## src/rtl/cordic_job_arbiter.sv

```systemverilog
// Two-requester round-robin front end for a shared iterative CORDIC core:
// grants one command, pulses start, waits for done (or times out) and returns a tagged result.
module cordic_job_arbiter #(
  parameter int FIXED_WIDTH = 16,
  parameter int SHIFT_W     = 5,
  parameter int TIMEOUT     = 63,
  localparam int CMD_W      = 3 + SHIFT_W + 2 * FIXED_WIDTH
) (
  input  logic                   clk,
  input  logic                   rst,
  input  logic [1:0]             req_valid,
  output logic [1:0]             req_ready,
  input  logic [2*CMD_W-1:0]     req_cmd,
  output logic                   rsp_valid,
  input  logic                   rsp_ready,
  output logic                   rsp_id,
  output logic [FIXED_WIDTH-1:0] rsp_out1,
  output logic [FIXED_WIDTH-1:0] rsp_out2,
  output logic                   rsp_err,
  output logic                   busy,
  output logic                   cx_start,
  output logic [1:0]             cx_mode,
  output logic                   cx_is_rotating,
  output logic [SHIFT_W-1:0]     cx_shift,
  output logic [FIXED_WIDTH-1:0] cx_a,
  output logic [FIXED_WIDTH-1:0] cx_b,
  input  logic [FIXED_WIDTH-1:0] cx_out1,
  input  logic [FIXED_WIDTH-1:0] cx_out2,
  input  logic                   cx_done
);
  localparam int CNT_W = (TIMEOUT < 1) ? 1 : $clog2(TIMEOUT + 1);

  typedef enum logic [1:0] {IDLE, ISSUE, WAIT, RESP} state_t;

  state_t                 state_q;
  logic                   ptr_q;
  logic                   id_q;
  logic [CNT_W-1:0]       cnt_q;
  logic                   rsp_valid_q;
  logic                   rsp_err_q;
  logic [FIXED_WIDTH-1:0] rsp_out1_q;
  logic [FIXED_WIDTH-1:0] rsp_out2_q;
  logic                   busy_q;
  logic                   cx_start_q;
  logic [1:0]             cx_mode_q;
  logic                   cx_is_rotating_q;
  logic [SHIFT_W-1:0]     cx_shift_q;
  logic [FIXED_WIDTH-1:0] cx_a_q;
  logic [FIXED_WIDTH-1:0] cx_b_q;

  logic [1:0]             grant_d;
  logic [CMD_W-1:0]       cmd_d;

  // On contention the pointer names the requester that currently has priority.
  always_comb begin
    grant_d = 2'b00;
    case (req_valid)
      2'b01:   grant_d = 2'b01;
      2'b10:   grant_d = 2'b10;
      2'b11:   grant_d = ptr_q ? 2'b10 : 2'b01;
      default: grant_d = 2'b00;
    endcase
    cmd_d = grant_d[1] ? req_cmd[2*CMD_W-1:CMD_W] : req_cmd[CMD_W-1:0];
  end

  assign req_ready = (state_q == IDLE) ? grant_d : 2'b00;

  always_ff @(posedge clk or posedge rst) begin
    if (rst) begin
      state_q          <= IDLE;
      ptr_q            <= 1'b0;
      id_q             <= 1'b0;
      cnt_q            <= '0;
      rsp_valid_q      <= 1'b0;
      rsp_err_q        <= 1'b0;
      rsp_out1_q       <= '0;
      rsp_out2_q       <= '0;
      busy_q           <= 1'b0;
      cx_start_q       <= 1'b0;
      cx_mode_q        <= 2'b00;
      cx_is_rotating_q <= 1'b0;
      cx_shift_q       <= '0;
      cx_a_q           <= '0;
      cx_b_q           <= '0;
    end else begin
      cx_start_q <= 1'b0;
      case (state_q)
        IDLE: begin
          if (|grant_d) begin
            id_q             <= grant_d[1];
            cx_is_rotating_q <= cmd_d[CMD_W-1];
            cx_mode_q        <= cmd_d[CMD_W-2 -: 2];
            cx_shift_q       <= cmd_d[2*FIXED_WIDTH +: SHIFT_W];
            cx_a_q           <= cmd_d[FIXED_WIDTH +: FIXED_WIDTH];
            cx_b_q           <= cmd_d[0 +: FIXED_WIDTH];
            busy_q           <= 1'b1;
            // Mode 3 is not a core operation: answer with an error and never start the core.
            if (cmd_d[CMD_W-2 -: 2] == 2'b11) begin
              rsp_valid_q <= 1'b1;
              rsp_err_q   <= 1'b1;
              rsp_out1_q  <= '0;
              rsp_out2_q  <= '0;
              state_q     <= RESP;
            end else begin
              cx_start_q <= 1'b1;
              state_q    <= ISSUE;
            end
          end
        end
        ISSUE: begin
          cnt_q   <= '0;
          state_q <= WAIT;
        end
        WAIT: begin
          if (cx_done) begin
            rsp_valid_q <= 1'b1;
            rsp_err_q   <= 1'b0;
            rsp_out1_q  <= cx_out1;
            rsp_out2_q  <= cx_out2;
            state_q     <= RESP;
          end else if (cnt_q == CNT_W'(TIMEOUT)) begin
            rsp_valid_q <= 1'b1;
            rsp_err_q   <= 1'b1;
            rsp_out1_q  <= '0;
            rsp_out2_q  <= '0;
            state_q     <= RESP;
          end else begin
            cnt_q <= cnt_q + CNT_W'(1);
          end
        end
        RESP: begin
          if (rsp_ready) begin
            rsp_valid_q <= 1'b0;
            busy_q      <= 1'b0;
            ptr_q       <= ~id_q;
            state_q     <= IDLE;
          end
        end
        default: state_q <= IDLE;
      endcase
    end
  end

  assign rsp_valid      = rsp_valid_q;
  assign rsp_id         = id_q;
  assign rsp_out1       = rsp_out1_q;
  assign rsp_out2       = rsp_out2_q;
  assign rsp_err        = rsp_err_q;
  assign busy           = busy_q;
  assign cx_start       = cx_start_q;
  assign cx_mode        = cx_mode_q;
  assign cx_is_rotating = cx_is_rotating_q;
  assign cx_shift       = cx_shift_q;
  assign cx_a           = cx_a_q;
  assign cx_b           = cx_b_q;
endmodule

```

## config.mk

```make
export PLATFORM = sky130hd
export DESIGN_NAME = cordic_job_arbiter
export DESIGN_NICKNAME = d
export VERILOG_FILES = /design/src/rtl/cordic_job_arbiter.sv
export SDC_FILE = /design/constraint.sdc
export NUM_CORES = 1
export LEC_CHECK = 0
export ABC_AREA = 1
export ABC_CLOCK_PERIOD_IN_PS = 3110
export CORE_UTILIZATION = 42
export DETAILED_ROUTE_END_ITERATION = 7
export PLACE_DENSITY = 0.8
export SYNTH_ARGS = -nofsm -noshare
export SYNTH_HDL_FRONTEND = slang
export SYNTH_SLANG_ARGS = --single-unit
```

## constraint.sdc

```tcl
create_clock -name clk -period 3.11 [get_ports clk]
set_input_delay 0.622 -clock clk [delete_from_list [all_inputs] [get_ports clk]]
set_output_delay 0.622 -clock clk [all_outputs]
set_load 0.01 [all_outputs]
```

==> results.sh <==
export IMPL_cts_setup_buffers=0
export IMPL_hold_viol_final=0
export IMPL_status="completed"
export IMPL_crit_path_start_kind="input port"
export IMPL_min_period_ns=2.61
export IMPL_maxSlewHeadroom=0.600
export IMPL_syn_inst=535
export IMPL_drive_above_1_share=0.0497
export IMPL_nNetsFinal=845
export IMPL_syn_num_nets=659
export IMPL_synth_adder_area_share=0.0178
export IMPL_overflow=0
export IMPL_syn_area_per_cell_um2=7.87
export IMPL_drt_iter0_drc=146
export IMPL_ant_nets=0
export IMPL_vias=4347
export IMPL_end_kind="output pin"
export IMPL_path_max_fanout=4
export IMPL_initial_utilization=0.433
export IMPL_die_area_um2=10400
export IMPL_ys_warn_count=0
export IMPL_drtPass1Iterations=4
export IMPL_fin_skew_ns=0.00972
export IMPL_rr_startpoint="state_q[0]"
export IMPL_rsz0062_at_grt="no"
export IMPL_io_pins=197
export IMPL_clk_latency_ns=0.36
export IMPL_power_leakage_nw=3.04
export IMPL_clk_path_buf_depth=2
export IMPL_wl_mm=12.0
export IMPL_htree_levels=3
export IMPL_ys_flop_type="dfrtp_1"
export IMPL_syn_to_final_growth_pct=53.9
export IMPL_die_w_um=102
export IMPL_antenna_found_initial=0
export IMPL_ys_types=23
export IMPL_core_um2=9730
export IMPL_grt_pass1_wl_mm=18.9
export IMPL_dp_cells=843
export IMPL_die_h_um=102
export IMPL_cts_tree="yes"
export IMPL_async_reset_ff_frac=1.00
export IMPL_multi_input_area_um2=1730
export IMPL_grt_max_degree=81
export IMPL_hold_path_class="reg2reg"
export IMPL_worstSetupPathType="in2out"
export IMPL_synth_edf_count=0
export IMPL_cp_arrival_ns=1.99
export IMPL_wl_per_cell_um=14.0
export IMPL_post_route_period_util=0.839
export IMPL_hpwl_mm=8.94
export IMPL_finalMaxSlewViolations=0
export IMPL_cts_num_sinks=86
export IMPL_instances_no_fill=858
export IMPL_final_setup_tns_ns=0
export IMPL_drc=0
export IMPL_r2r_slack_ns=1.10
export IMPL_final_seq_area_um2=2150
export IMPL_netlist_area_um2=4210
export IMPL_vias_per_cell=5.07
export IMPL_yosysSeqAreaShare=0.511
export IMPL_cts_resized=0
export IMPL_synth_mux_area_frac=0
export IMPL_powerDensity_nw_per_um2=876
export IMPL_synth_simple_area_share=0.306
export IMPL_worst_pin_slew_ns=0.600
export IMPL_ys_ff_latch=86
export IMPL_fmax_mhz=383
export IMPL_grt_use_total=0.234
export IMPL_hold_start="rsp_out2[2]"
export IMPL_synth_top_family_by_area="simple AND/OR/NAND/NOR gates"
export IMPL_finalSetupViolCount=0
export IMPL_cts_root_buf="clkbuf_8"
export IMPL_gp_congestion=0.804
export IMPL_crit_start="req_valid[0]"
export IMPL_first_global_vias=4162
export IMPL_cap_violations=0
export IMPL_nFillCells=816
export IMPL_placementRows=36
export IMPL_cts_made_buffers=9
export IMPL_path_clk_slew_ns=0.08
export IMPL_hold_buffers=0
export IMPL_irDropWorstVdd_v=0.000505
export IMPL_synth_xor_area_frac=0.00416
export IMPL_crit_required_ns=2.49
export IMPL_diodes=0
export IMPL_port_buffers=196
export IMPL_synth_compound_area_share=0.0820
-- cells in the mapped netlist (2+ instances only) --
master / number / area (µm²)
inv_1: 42 / 158
ha_1: 6 / 75.1
o21ai_0: 8 / 40.0
dfrtp_1: 86 / 2150
buf_6: 3 / 33.8
buf_4: 3 / 22.5
nand3_1: 82 / 410
a21oi_1: 6 / 30.0
nand2_2: 2 / 12.5
buf_2: 10 / 50.1
buf_1: 3 / 11.3
nor2_1: 87 / 327
nand2_1: 133 / 499
xor2_1: 2 / 17.5
a31oi_1: 41 / 257
clkbuf_1: 14 / 52.6
-- critical path, cell delays in order --
cell and delay [ns]:
clkdlybuf4s50_1 0.50, nand2_1 0.16, nand2_1 0.08, nor2_1 0.08, clkdlybuf4s50_1 0.54
-- through the flow --
stage / hold WS, ns / total power, W / utilization / setup slack, ns / cell area (µm²)
final: 0.478 / 0.00568 / 0.666 / 0.500 / 6480
after global routing: 0.500 / 0.00610 / 0.666 / 0.386 / 6480
after CTS: 0.479 / 0.00573 / 0.666 / 0.502 / 6480
after detailed placement: 0.458 / 0.00495 / 0.647 / 0.478 / 6290
after global placement: 0.455 / 0.00485 / 0.647 / 0.500 / 6290
after floorplan: 0.499 / 0.00351 / - / 0.266 / 4210
-- cell type report --
| cell class | count | area share |
|---|---|---|
| Clock inverter | 6 | 0.00984 |
| Timing Repair Buffer | 208 | 0.320 |
| Tap cell | 133 | 0.0257 |
| Multi-Input combinational cell | 372 | 0.267 |
| Sequential cell | 86 | 0.332 |
| Clock buffer | 9 | 0.0191 |
| Inverter | 44 | 0.0257 |
-- registers in the layout (all words and copies together), names as in the netlist, 2 cells and up --
name	flops
cx_shift	5
rsp_out1	16
cx_b	16
state_q	2
cx_mode	2
rsp_out2	16
cnt_q	6
cx_a	16
-- power by group --
group,switching (W),total (W),internal (W)
clock,0.000404,0.000769,0.000365
combinational,0.00154,0.00298,0.00144
sequential,0.000307,0.00193,0.00163
total,0.00225,0.00568,0.00343
-- logic make-up (layout without fill, tap and decap cells) --
family                   count (synthesis)  in the layout
AND/OR/NAND/NOR                        308            308
flip-flops                              86             86
buffers and inverters                   77            267
AO/OA/AOI/OAI                           56             56
adder cells (fa/ha/maj)                  6              6
XOR/XNOR                                 2              2
-- cells in the final DEF, fill, tap and decap left out --
cell             instances
a31oi_1                 41
inv_2                    1
nand4_1                  1
clkdlybuf4s50_1        196
xor2_1                   2
nand3_1                 82
buf_4                   10
inv_1                   41
ha_1                     6
nand2_2                  2
nand3_2                  1
o21ai_0                  8
nand2_4                  1
clkinv_4                 1
bufinv_16                1
buf_12                   2
nor2_1                  86
clkinv_1                 1
clkinv_2                 3
a21oi_1                  6
clkinvlp_4               2
clkbuf_8                 9
o21bai_4                 1
nand2_1                133
nor2_4                   2
dfrtp_1                 86
-- per-layer routing --
metal / up-vias / wire, µm / share of wire / global-route usage
li1: 2097 / - / - / -
met1: 2020 / 4670 / 0.39 / 0.264
met2: 205 / 5960 / 0.50 / 0.406
met3: 25 / 1120 / 0.093 / 0.0752
met4: 0 / 285 / 0.024 / 0.101
met5: - / 0 / 0 / 0
-- path summary, 6_finish.rpt --
kind,end,cells past startpoint
min reg2reg,rsp_out2[2],2
max,req_ready[1],5
min in group asynchronous,rsp_out1[7],2
min,rsp_out2[2],2
max reg2reg,rsp_out2[0],9
max in group asynchronous,cx_a[8],3
No activity file was read; power rests on OpenSTA's default activity.
